`config.mk`:
```
export PLATFORM = sky130hd
export DESIGN_NAME = fill_readout_sm_flat
export DESIGN_NICKNAME = d
export VERILOG_FILES = /design/src/rtl/fill_readout_pkg.sv /design/src/rtl/fill_readout_sm_if.sv /design/src/rtl/fill_checksum_acc.sv /design/src/rtl/fill_readout_sm.sv /design/src/flat_wrapper.sv
export SDC_FILE = /design/constraint.sdc
export NUM_CORES = 1
export LEC_CHECK = 0
export ABC_AREA = 1
export BUFFER_PORTS_ARGS = -buffer_cell sky130_fd_sc_hd__buf_2
export CAP_MARGIN = 20
export CELL_PAD_IN_SITES_DETAIL_PLACEMENT = 1
export CELL_PAD_IN_SITES_GLOBAL_PLACEMENT = 2
export CORE_UTILIZATION = 30
export DETAILED_ROUTE_END_ITERATION = 10
export HOLD_SLACK_MARGIN = 0.12
export PLACE_DENSITY_LB_ADDON = 0.1
export SLEW_MARGIN = 15
export SYNTH_ARGS = -nofsm -noshare
export SYNTH_HDL_FRONTEND = slang
export SYNTH_SLANG_ARGS = --single-unit
export TNS_END_PERCENT = 10
```
`constraint.sdc`:
```
create_clock -name clk -period 3.1 [get_ports clk]
set_clock_uncertainty 0.1 [all_clocks]
set_input_delay 0.62 -clock clk [delete_from_list [all_inputs] [get_ports clk]]
set_output_delay 0.62 -clock clk [all_outputs]
set_load 0.05 [all_outputs]
```
`src/rtl/fill_readout_pkg.sv`:
```
// Shared types and constants for the fill readout state machine.
// Optional checksum checking is enabled by defining FILL_READOUT_CHECKSUM_CHECK_EN.
package fill_readout_pkg;

    typedef enum logic [2:0] {
        IDLE     = 3'd0,
        FILL_HDR = 3'd1,
        WFM_HDR  = 3'd2,
        DATA     = 3'd3,
        CHECKSUM = 3'd4,
        DONE     = 3'd5
    } state_t;

    typedef enum logic [1:0] {
        TYPE_FILL_HDR = 2'd0,
        TYPE_WFM_HDR  = 2'd1,
        TYPE_ADC      = 2'd2,
        TYPE_CHECKSUM = 2'd3
    } out_type_t;

    localparam int WFM_CNT_LSB   = 0;
    localparam int WFM_CNT_MSB   = 15;
    localparam int BURST_CNT_LSB = 16;
    localparam int BURST_CNT_MSB = 39;
    localparam int WFM_CNT_W     = WFM_CNT_MSB - WFM_CNT_LSB + 1;
    localparam int BURST_CNT_W   = BURST_CNT_MSB - BURST_CNT_LSB + 1;

    localparam int CHECKSUM_W = 32;
    localparam int ACC_LANES  = 4;
    localparam int ACC_WORD_W = ACC_LANES * CHECKSUM_W;

    function automatic out_type_t type_for_state(input state_t s);
        case (s)
            FILL_HDR: return TYPE_FILL_HDR;
            WFM_HDR:  return TYPE_WFM_HDR;
            DATA:     return TYPE_ADC;
            CHECKSUM: return TYPE_CHECKSUM;
            default:  return TYPE_FILL_HDR;
        endcase
    endfunction

endpackage

```
`src/rtl/fill_readout_sm_if.sv`:
```
// Input and output word streams of the fill readout state machine.
// Used identically whether or not FILL_READOUT_CHECKSUM_CHECK_EN is defined.
interface fill_readout_sm_if #(
    parameter int DATA_W = 128
);
    logic [DATA_W-1:0] in_data;
    logic              in_valid;
    logic              in_ready;
    logic [DATA_W-1:0] out_data;
    logic [1:0]        out_type;
    logic              out_valid;
    logic              out_ready;

    modport slave (
        input  in_data, in_valid, out_ready,
        output in_ready, out_data, out_type, out_valid
    );

    modport master (
        output in_data, in_valid, out_ready,
        input  in_ready, out_data, out_type, out_valid
    );
endinterface

```
`src/rtl/fill_checksum_acc.sv`:
```
// Running modulo-2^32 sum of the four 32-bit lanes of each ADC burst word.
// Only instantiated when FILL_READOUT_CHECKSUM_CHECK_EN is defined.
module fill_checksum_acc
    import fill_readout_pkg::*;
(
    input  logic                  clk,
    input  logic                  rst_n,
    input  logic                  clr,
    input  logic                  add_en,
    input  logic [ACC_WORD_W-1:0] word,
    output logic [CHECKSUM_W-1:0] sum
);

    logic [CHECKSUM_W-1:0] lane [ACC_LANES];
    logic [CHECKSUM_W-1:0] word_sum;
    logic [CHECKSUM_W-1:0] sum_q;
    logic [CHECKSUM_W-1:0] sum_d;

    genvar gi;
    generate
        for (gi = 0; gi < ACC_LANES; gi++) begin : g_lane
            assign lane[gi] = word[gi*CHECKSUM_W +: CHECKSUM_W];
        end
    endgenerate

    always_comb begin
        word_sum = '0;
        for (int i = 0; i < ACC_LANES; i++) begin
            word_sum = word_sum + lane[i];
        end
        sum_d = sum_q;
        if (clr) begin
            sum_d = '0;
        end else if (add_en) begin
            sum_d = sum_q + word_sum;
        end
    end

    always_ff @(posedge clk or negedge rst_n) begin
        if (!rst_n) begin
            sum_q <= '0;
        end else begin
            sum_q <= sum_d;
        end
    end

    assign sum = sum_q;

endmodule

```
`src/rtl/fill_readout_sm.sv`:
```
// Parses stored fills (header, waveform headers, ADC bursts, checksum) and forwards them typed.
// Define FILL_READOUT_CHECKSUM_CHECK_EN to accumulate and verify the fill checksum.
module fill_readout_sm
    import fill_readout_pkg::*;
#(
    parameter int DATA_W = 128
) (
    input  logic              clk,
    input  logic              reset_n,
    input  logic              rd_enable,
    input  logic              rd_abort,
    fill_readout_sm_if.slave  bus,
    output logic              fill_done,
    output logic              hdr_err,
    output logic              checksum_err,
    output logic              sm_idle
);

    state_t state_q, state_d;

    logic [DATA_W-1:0]      out_data_q, out_data_d;
    logic [1:0]             out_type_q, out_type_d;
    logic                   out_valid_q, out_valid_d;
    logic [WFM_CNT_W-1:0]   wfm_cnt_q, wfm_cnt_d;
    logic [BURST_CNT_W-1:0] burst_cnt_q, burst_cnt_d;
    logic [BURST_CNT_W-1:0] burst_len_q, burst_len_d;
    logic                   fill_done_q, fill_done_d;
    logic                   hdr_err_q, hdr_err_d;
    logic                   cks_err_q, cks_err_d;

    logic                   active;
    logic                   in_ready_c;
    logic                   accept;
    logic                   cks_mismatch;
    logic [WFM_CNT_W-1:0]   hdr_wfm;
    logic [BURST_CNT_W-1:0] hdr_burst;

    assign hdr_wfm   = bus.in_data[WFM_CNT_MSB:WFM_CNT_LSB];
    assign hdr_burst = bus.in_data[BURST_CNT_MSB:BURST_CNT_LSB];

    // Abort blocks the handshake so a word presented in the abort cycle stays upstream.
    assign active     = (state_q == FILL_HDR) || (state_q == WFM_HDR) ||
                        (state_q == DATA)     || (state_q == CHECKSUM);
    assign in_ready_c = active && (!out_valid_q || bus.out_ready) && !rd_abort;
    assign accept     = in_ready_c && bus.in_valid;

`ifdef FILL_READOUT_CHECKSUM_CHECK_EN
    logic                  acc_clr;
    logic                  acc_add;
    logic [CHECKSUM_W-1:0] acc_sum;

    assign acc_clr = rd_abort || ((state_q == FILL_HDR) && accept);
    assign acc_add = (state_q == DATA) && accept;

    fill_checksum_acc u_checksum_acc (
        .clk    (clk),
        .rst_n  (reset_n),
        .clr    (acc_clr),
        .add_en (acc_add),
        .word   (bus.in_data[ACC_WORD_W-1:0]),
        .sum    (acc_sum)
    );

    assign cks_mismatch = (acc_sum != bus.in_data[CHECKSUM_W-1:0]);
`else
    assign cks_mismatch = 1'b0;
`endif

    always_comb begin
        state_d     = state_q;
        out_data_d  = out_data_q;
        out_type_d  = out_type_q;
        out_valid_d = out_valid_q && !bus.out_ready;
        wfm_cnt_d   = wfm_cnt_q;
        burst_cnt_d = burst_cnt_q;
        burst_len_d = burst_len_q;
        fill_done_d = 1'b0;
        hdr_err_d   = 1'b0;
        cks_err_d   = 1'b0;

        if (accept) begin
            out_data_d  = bus.in_data;
            out_type_d  = type_for_state(state_q);
            out_valid_d = 1'b1;
        end

        case (state_q)
            IDLE: begin
                if (rd_enable) begin
                    state_d = FILL_HDR;
                end
            end
            FILL_HDR: begin
                if (accept) begin
                    wfm_cnt_d   = hdr_wfm;
                    burst_len_d = hdr_burst;
                    if ((hdr_wfm == '0) || (hdr_burst == '0)) begin
                        hdr_err_d = 1'b1;
                        state_d   = DONE;
                    end else begin
                        state_d = WFM_HDR;
                    end
                end
            end
            WFM_HDR: begin
                if (accept) begin
                    burst_cnt_d = burst_len_q;
                    state_d     = DATA;
                end
            end
            DATA: begin
                if (accept) begin
                    burst_cnt_d = burst_cnt_q - 1'b1;
                    if (burst_cnt_q == BURST_CNT_W'(1)) begin
                        wfm_cnt_d = wfm_cnt_q - 1'b1;
                        state_d   = (wfm_cnt_q == WFM_CNT_W'(1)) ? CHECKSUM : WFM_HDR;
                    end
                end
            end
            CHECKSUM: begin
                if (accept) begin
                    fill_done_d = 1'b1;
                    cks_err_d   = cks_mismatch;
                    state_d     = DONE;
                end
            end
            DONE: begin
                state_d = IDLE;
            end
            default: begin
                state_d = IDLE;
            end
        endcase

        if (rd_abort) begin
            state_d     = IDLE;
            out_valid_d = 1'b0;
            wfm_cnt_d   = '0;
            burst_cnt_d = '0;
            burst_len_d = '0;
            fill_done_d = 1'b0;
            hdr_err_d   = 1'b0;
            cks_err_d   = 1'b0;
        end
    end

    always_ff @(posedge clk or negedge reset_n) begin
        if (!reset_n) begin
            state_q     <= IDLE;
            out_data_q  <= '0;
            out_type_q  <= '0;
            out_valid_q <= 1'b0;
            wfm_cnt_q   <= '0;
            burst_cnt_q <= '0;
            burst_len_q <= '0;
            fill_done_q <= 1'b0;
            hdr_err_q   <= 1'b0;
            cks_err_q   <= 1'b0;
        end else begin
            state_q     <= state_d;
            out_data_q  <= out_data_d;
            out_type_q  <= out_type_d;
            out_valid_q <= out_valid_d;
            wfm_cnt_q   <= wfm_cnt_d;
            burst_cnt_q <= burst_cnt_d;
            burst_len_q <= burst_len_d;
            fill_done_q <= fill_done_d;
            hdr_err_q   <= hdr_err_d;
            cks_err_q   <= cks_err_d;
        end
    end

    assign bus.in_ready  = in_ready_c;
    assign bus.out_data  = out_data_q;
    assign bus.out_type  = out_type_q;
    assign bus.out_valid = out_valid_q;
    assign fill_done     = fill_done_q;
    assign hdr_err       = hdr_err_q;
    assign checksum_err  = cks_err_q;
    assign sm_idle       = (state_q == IDLE);

endmodule

```
`src/flat_wrapper.sv`:
```
// flat-port wrapper written by rule: the top's interface ports become plain ports
module fill_readout_sm_flat import fill_readout_pkg::*;
#(
    parameter int DATA_W = 128
)
  (clk, reset_n, rd_enable, rd_abort, fill_done, hdr_err, checksum_err, sm_idle, bus_in_data, bus_in_valid, bus_out_ready, bus_in_ready, bus_out_data, bus_out_type, bus_out_valid);
  fill_readout_sm_if #(.DATA_W(DATA_W)) bus_i ();
  input  logic clk;
  input  logic reset_n;
  input  logic rd_enable;
  input  logic rd_abort;
  output logic fill_done;
  output logic hdr_err;
  output logic checksum_err;
  output logic sm_idle;
  input wire logic [$bits(bus_i.in_data)-1:0] bus_in_data;
  input wire logic [$bits(bus_i.in_valid)-1:0] bus_in_valid;
  input wire logic [$bits(bus_i.out_ready)-1:0] bus_out_ready;
  output wire logic [$bits(bus_i.in_ready)-1:0] bus_in_ready;
  output wire logic [$bits(bus_i.out_data)-1:0] bus_out_data;
  output wire logic [$bits(bus_i.out_type)-1:0] bus_out_type;
  output wire logic [$bits(bus_i.out_valid)-1:0] bus_out_valid;
  assign bus_i.in_data = bus_in_data;
  assign bus_i.in_valid = bus_in_valid;
  assign bus_i.out_ready = bus_out_ready;
  assign bus_in_ready = bus_i.in_ready;
  assign bus_out_data = bus_i.out_data;
  assign bus_out_type = bus_i.out_type;
  assign bus_out_valid = bus_i.out_valid;
  fill_readout_sm #(.DATA_W(DATA_W)) u_core (.clk(clk), .reset_n(reset_n), .rd_enable(rd_enable), .rd_abort(rd_abort), .bus(bus_i), .fill_done(fill_done), .hdr_err(hdr_err), .checksum_err(checksum_err), .sm_idle(sm_idle));
endmodule
```
==> metrics.csv, run 1 <==
stage,metric,value,unit
logic_synthesis,ys.flop_type,dfrtp_1,
pwr,finalPower,13500,uW
floorplan,core,29870,um^2
worst_setup_path,path_delay_family,flip-flops,
detailed_routing,routedWlPerCell,17.23,um
pwr,pwr-share-comb,0.517,
floorplan,row_count,63,
timing,drv_slew,0,
clock_network,cts-resized-gates,0,
outcome,status,completed,
detailed_routing,highest_layer,met5,
detailed_routing,wl_met2,14.23,mm
run,drv_cap,0,
worst_setup_path,cp_max_fo,6,
logic_synthesis,syn_inst,1164,
worst_setup_path,cp_slowest_cell,dfrtp_1,
final_layout,regArea,5005,um^2
detailed_routing,vias_per_cell,4.560,
global_route,antenna_found_initial,6,
floorplan,dieHeight,176.8,um
logic_synthesis,syn_avg_cell_area,7.878,um^2
global_route,first_global_vias,8602,
logic_synthesis,ys_warn_count,0,
logic_synthesis,synth_edf_count,0,
clock_network,clockRootBuffer,clkbuf_16,
detailed_routing,ant_nets,0,
pwr,p_sw,7152,uW
pwr,p_leak,0.006298,uW
place,hpwl,23.01,mm
place,port_buffers,268,
timing,setup-tns-final,0,ns
worst_setup_path,worst-path-buf-inv,2,
floorplan,die_w,176.8,um
clock_network,cts_buffers,17,
logic_synthesis,syn_area,9170,um^2
floorplan,dieArea,31270,um^2
logic_synthesis,synth_top_area_share,0.5458,
place,routabilityCongestion,0.8127,
final_layout,fin_util,0.3848,
clock_network,insertion_delay,0.45,ns
timing,layout_min_cycle_time,2.417,ns
clock_network,cts_max_path_buffers,2,
pwr,cellPowerDensity,1175,nW/um^2
final_layout,layout-drive-gt1-share,0.2301,
pwr,peakVddDrop,0.6336,mV
global_route,grt_max_degree,153,
floorplan,start_util,0.3069,
final_layout,nNetsFinal,1556,
timing,relSlewSlack,0.4554,
logic_synthesis,synthArstFlopShare,1.000,
global_route,grt_overflow,0,
timing,hold_slack,0.2590,ns
detailed_routing,routed_wl,31.42,mm
timing,finalHoldViolCount,0,
detailed_routing,first_pass_iters,4,
worst_setup_path,cp_data_arrival_time,1.70,ns
worst_setup_path,startpoint_type,flop,
detailed_routing,drt-met1-wl,14.71,mm
global_route,grt_use_total,0.2077,
worst_setup_path,crit_required,2.38,ns
worst_setup_path,worst_path_largest_cell_delay,0.45,ns
detailed_routing,via_count,8317,
detailed_routing,drt-initial-drc-count,399,
logic_synthesis,synth_seq_area_share,0.5458,
clock_network,cts_tree,done,
worst_setup_path,worst_setup_path_end_kind,output port,
final_layout,multiInputGateArea,3565,um^2
hold_path,hp-class,in2reg,
worst_setup_path,path_cells,inv_2 -> nand3_4 -> nand2_2 -> nand2_1 -> nor2_1 -> buf_2,
floorplan,ios,270,
timing,worstMarginPinSlew,0.8169,ns
pwr,swShare,0.5296,
detailed_routing,wl_met3,2.233,mm
pwr,internal_power,6352,uW
clock_network,htree_levels,4,
place,placed_area,10910,um^2
timing,max_freq,0.4138,GHz
global_route,grt_pass1_wl,49.50,mm
worst_setup_path,path_class,reg2out,
pwr,p_clk_frac,0.166,
logic_synthesis,synth_cell_types,31,
clock_network,clkTransAtPathRegs,0.07,ns
logic_synthesis,synth_top_cell_by_area,dfrtp_1,
timing,min_period_over_period,0.7796,
logic_synthesis,synth.area.top_cells,"dfrtp_1 55%, nand2_1 20%, nor2_1 4.4%",
timing,setup_viol,0,
timing,rsz0062_at_grt,no,
pwr,power_frac_seq,0.317,
clock_network,cts.sinks,200,
detailed_routing,drcViolationCount,0,
logic_synthesis,synth_nets,1302,
final_layout,area_growth,25.38,%
final_layout,num-fill-cells,3733,
logic_synthesis,ys_ff_latch,200,
final_layout,post-route-cell-area,11500,um^2
synth_stat cells, types with 3 or more instances:
| cell type | n |
|---|---|
| o21ai_0 | 68 |
| buf_2 | 30 |
| nor2_1 | 108 |
| clkbuf_1 | 11 |
| o22ai_1 | 24 |
| nor3_1 | 4 |
| inv_1 | 84 |
| inv_2 | 6 |
| nand3_1 | 41 |
| buf_4 | 5 |
| ha_1 | 4 |
| buf_6 | 3 |
| o21ai_1 | 22 |
| xnor2_1 | 6 |
| xor2_1 | 7 |
| nand2_2 | 3 |
| dfrtp_1 | 200 |
| a21oi_1 | 27 |
| nand2_1 | 491 |
| nand4_1 | 5 |
flip-flops by register name, summed over array words and instances (netlist names):
register	cells
u_core.state_q	3
u_core.bus.out_type	2
u_core.bus.out_data	128
u_core.burst_len_q	24
u_core.hdr_err	1
u_core.burst_cnt_q	24
u_core.fill_done	1
u_core.wfm_cnt_q	16
u_core.bus.out_valid	1
worst reg2reg max path, delay by kind of cell (launching register included):
kind | cells | cell delay (ns)
simple gates | 7 | 0.88
flops | 1 | 0.42
buf+inv | 4 | 0.75
compound gates | 1 | 0.06
final cells by class:
cell class | instances | share of cell area
inverter | 90 | 0.02949
sequential | 200 | 0.4353
timing repair buffer | 284 | 0.1325
antenna | 4 | 0.0008706
clock buffer | 19 | 0.03939
tap | 390 | 0.04244
multi-input combinational | 825 | 0.3100
clock inverter | 12 | 0.009903
placed cells by master, fill, tap and decap left out, types with 4 or more instances in the layout:
cell type    n
o21ai_1     22
buf_4       11
buf_2      267
nor3_1       4
dfrtp_1    200
nand3_1     41
clkinv_2     5
inv_6        5
nor2_1     108
inv_1       84
o21ai_0     68
a21oi_1     27
diode_2      4
nand2_1    491
xnor2_1      6
nand4_1      5
ha_1         4
buf_12       4
clkbuf_16   17
inv_2        5
o22ai_1     24
xor2_1       7
path summary, 6_finish.rpt:
kind,startpoint,end,slack (ns),cells after the start
hold / removal,bus_in_data[59],u_core.bus.out_data[59],0.26,3
hold reg to reg,u_core.bus.out_data[57],u_core.bus.out_data[57],0.38,2
min in group asynchronous,reset_n,u_core.burst_cnt_q[8],0.64,2
max in group asynchronous,reset_n,u_core.bus.out_data[89],1.53,3
setup / recovery,u_core.state_q[0],bus_in_ready,0.68,6
setup reg to reg,u_core.state_q[2],u_core.wfm_cnt_q[10],0.77,12
power groups by stage:
| stage | registers (uW) | logic (uW) | clock network, uW |
|---|---|---|---|
| floorplan | 7320 | 2070 | 0 |
| global placement | 4280 | 7010 | 0 |
| detailed placement | 4290 | 7060 | 0 |
| CTS | 4280 | 7070 | 2320 |
| global route | 4420 | 7540 | 2410 |
| finish | 4280 | 6990 | 2240 |
through the flow:
step | cells | setup slack, ns
detailed placement | 1788 | 0.6781
finish | 1824 | 0.6833
floorplan | 1164 | 0.7775
global route | 1820 | 0.5323
global placement | 1788 | 0.7071
CTS | 1820 | 0.6310
cell families after synthesis:
kind of cell | share of synthesized area
buffers and inverters | 0.06549
other | 0.0004089
XOR/XNOR | 0.01242
flip-flops | 0.5458
adder cells (fa/ha/maj) | 0.005458
AND/OR/NAND/NOR | 0.2846
AO/OA/AOI/OAI | 0.08582
layer usage:
metal | track usage | vias to the layer above
met5 | 0 | -
met4 | 0.04239 | 2
met3 | 0.07023 | 16
met2 | 0.3157 | 188
met1 | 0.2856 | 3963
li1 | - | 4148
repair_timing:
action,4_1_cts,5_1_grt
endpoints found under the hold margin,63,0
hold buffers,1,0
setup buffers,0,0
(Power assumes the default switching activity.)
==> run 2, diff against run 1 <==
--- a/config.mk
+++ b/config.mk
@@ -10,7 +10,7 @@
 export CAP_MARGIN = 20
 export CELL_PAD_IN_SITES_DETAIL_PLACEMENT = 1
 export CELL_PAD_IN_SITES_GLOBAL_PLACEMENT = 2
-export CORE_UTILIZATION = 30
+export CORE_UTILIZATION = 26
 export DETAILED_ROUTE_END_ITERATION = 10
 export HOLD_SLACK_MARGIN = 0.12
 export PLACE_DENSITY_LB_ADDON = 0.1
==> constraint.sdc (replaced) <==
create_clock -name clk -period 2 [get_ports clk]
set_clock_uncertainty 0.1 [all_clocks]
set_input_delay 0.4 -clock clk [delete_from_list [all_inputs] [get_ports clk]]
set_output_delay 0.4 -clock clk [all_outputs]
set_load 0.05 [all_outputs]
==> run 2 against run 1 <==
Against the previous run: the flow now finishes with violations (negative setup slack); critical path depth is the same; sequential share of layout area shrank 5.0 points; utilization shrank 0.97 points; setup slack lost 0.69 ns; global-route usage shrank 0.85 points; routed wire length grew 8.6%; register-to-register slack lost 0.64 ns; sequential cell count is the same; via count grew 7.7%; combinational power grew 62%; final area grew 13%; clock power grew 59%.
==> metrics.csv, run 2 (synthesis gave the netlist of run 1 again) <==
stage,metric,value,unit,change
outcome,status,finished with violations,,
outcome,violations,negative setup slack,,
timing,rsz0062_at_grt,yes,,
pwr,finalPower,21580,uW,+60%
worst_setup_path,worst-path-buf-inv,2,,unchanged
global_route,grt_use_total,0.1992,,-0.008487
worst_setup_path,worst_path_largest_cell_delay,0.46,ns,about the same
final_layout,nNetsFinal,1692,,+8.7%
timing,layout_setup_ws,-0.002373,ns,-0.6856 ns
floorplan,die_w,189.8,um,+7.3%
worst_setup_path,r2r_slack,0.13,ns,-0.64 ns
detailed_routing,via_count,8960,,+7.7%
timing,finalHoldViolCount,0,,unchanged
worst_setup_path,reg2reg_depth,6,,-6
global_route,grt_max_degree,114,,-25%
place,placed_area,11330,um^2,+3.9%
global_route,antenna_found_initial,7,,+1
worst_setup_path,cp_slowest_cell,dfrtp_2,,
final_layout,fin_util,0.3751,,-0.009721
worst_setup_path,cp_data_arrival_time,1.50,ns,-0.20 ns
place,pre_cts_slack,-0.06860,ns,-0.7467 ns
clock_network,cts_tree,done,,
hold_path,hp-class,in2reg,,
final_layout,layout_commonest_cell,nand2_1,,
hold_path,hold_depth,3,,unchanged
timing,setup-tns-final,-0.002373,ns,-0.002373 ns
final_layout,area_growth,41.66,%,
global_route,grt_pass1_wl,55.19,mm,+12%
timing,worstMarginPinSlew,0.5003,ns,-0.3165 ns
final_layout,largest_register_ffs,128,,unchanged
final_layout,layout-drive-gt1-share,0.2425,,+0.01243
timing,min_period_over_period,1.001,,
worst_setup_path,startpoint_type,flop,,
worst_setup_path,r2r_end,u_core.bus.out_data[24],,
pwr,p_leak,0.006931,uW,+10%
global_route,first_global_vias,9671,,+12%
floorplan,start_util,0.2648,,-0.04213
clock_network,insertion_delay,0.46,ns,about the same
floorplan,core,34630,um^2,+16%
floorplan,ios,270,,unchanged
timing,max_freq,0.4994,GHz,
floorplan,dieArea,36020,um^2,+15%
timing,setup_viol,1,,+1
clock_network,clockRootBuffer,clkbuf_16,,
pwr,cellPowerDensity,1662,nW/um^2,+41%
hold_path,worstHoldEndpoint,u_core.bus.out_data[0],,
clock_network,cts_max_path_buffers,2,,unchanged
place,port_buffers,268,,unchanged
worst_setup_path,path_cells,inv_2 -> nand3_4 -> nand2_4 -> nand2_1 -> nor2_2 -> buf_6,,
detailed_routing,drt-initial-drc-count,384,,-3.8%
worst_setup_path,worst_setup_path_end_kind,output port,,
clock_network,cts_buffers,17,,unchanged
timing,layout_min_cycle_time,2.002,ns,
worst_setup_path,r2r_start,u_core.state_q[1],,
run,drv_cap,0,,unchanged
worst_setup_path,crit_required,1.50,ns,-0.88 ns
worst_setup_path,cp_max_fo,5,,-1
clock_network,clkTransAtPathRegs,0.08,ns,about the same
floorplan,dieHeight,189.8,um,+7.3%
final_layout,post-route-cell-area,12990,um^2,+13%
clock_network,cts.sinks,200,,unchanged
detailed_routing,routedWlPerCell,16.85,um,-2.2%
timing,drv_slew,0,,unchanged
pwr,peakVddDrop,0.9595,mV,+51%
place,routabilityCongestion,0.7789,,-4.2%
detailed_routing,ant_nets,0,,unchanged
place,hpwl,25.01,mm,+8.7%
timing,relSlewSlack,0.6665,,+0.2110
final_layout,final_cell_mix,"491 x nand2_1, 265 x buf_2, 198 x dfrtp_1",,
hold_path,worstHoldStart,bus_in_data[0],,
detailed_routing,first_pass_iters,4,,unchanged
global_route,grt_overflow,0,,unchanged
worst_setup_path,path_class,reg2out,,
detailed_routing,routed_wl,34.12,mm,+8.6%
detailed_routing,vias_per_cell,4.425,,-3.0%
clock_network,htree_levels,4,,unchanged
worst_setup_path,path_delay_family,flip-flops,,
floorplan,row_count,68,,+7.9%
detailed_routing,drcViolationCount,0,,unchanged
## run 2: stage by stage
step / std cells / hold WS, ns
4_1_cts: 2022 / 0.1210
5_1_grt: 2024 / 0.1296
2_1_floorplan: 1164 / 0.004409
3_5_place_dp: 1888 / 0.2597
6_report: 2025 / 0.1362
3_3_place_gp: 1888 / 0.2526
## run 2: what timing repair did
action                                  CTS  global route
resized for setup                        11             7
hold endpoints to repair                137             0
pin swaps                                 1             0
endpoints found under the setup margin    2            44
setup buffers                             4             0
hold buffers                             98             0
## run 2: layout make-up
type,count,area [um^2]
clock inverter,15,160.2
antenna,3,7.507
fill,4192,21640
sequential,200,5007
tap,455,569.3
clock buffer,17,425.4
multi-input combinational,825,3595
inverter,90,339.1
timing repair buffer,420,2887
## run 2: worst max-delay path by stage
stage	startpoint	end	depth (start not counted)
after global placement	bus_out_ready	u_core.burst_len_q[1]	8
after detailed placement	bus_out_ready	u_core.burst_len_q[17]	8
after floorplan	u_core.state_q[0]	bus_in_ready	5
after global routing	u_core.state_q[0]	sm_idle	3
final	u_core.state_q[1]	bus_in_ready	6
after CTS	u_core.state_q[0]	sm_idle	3
## run 2: worst reg2reg max path, stage by stage (launching register included)
cell and delay [ns]:
dfrtp_2 0.46, o21ai_2 0.22, nand2_4 0.07, buf_4 0.14, nand3_4 0.12, buf_16 0.36, o21ai_0 0.27
## run 2: per-layer routing
layer,up-vias,GRT usage,part of all wire
met5,-,0,0.0015
met1,4306,0.2607,0.46
met4,8,0.05428,0.014
met2,186,0.3133,0.46
li1,4423,-,-
met3,37,0.06586,0.065
## run 2: power by group
| part | switching, uW | internal [uW] | leakage [uW] |
|---|---|---|---|
| sequential | 1010 | 5650 | 0.00256 |
| combinational | 8550 | 2800 | 0.00408 |
| clock | 1800 | 1770 | 0.000288 |
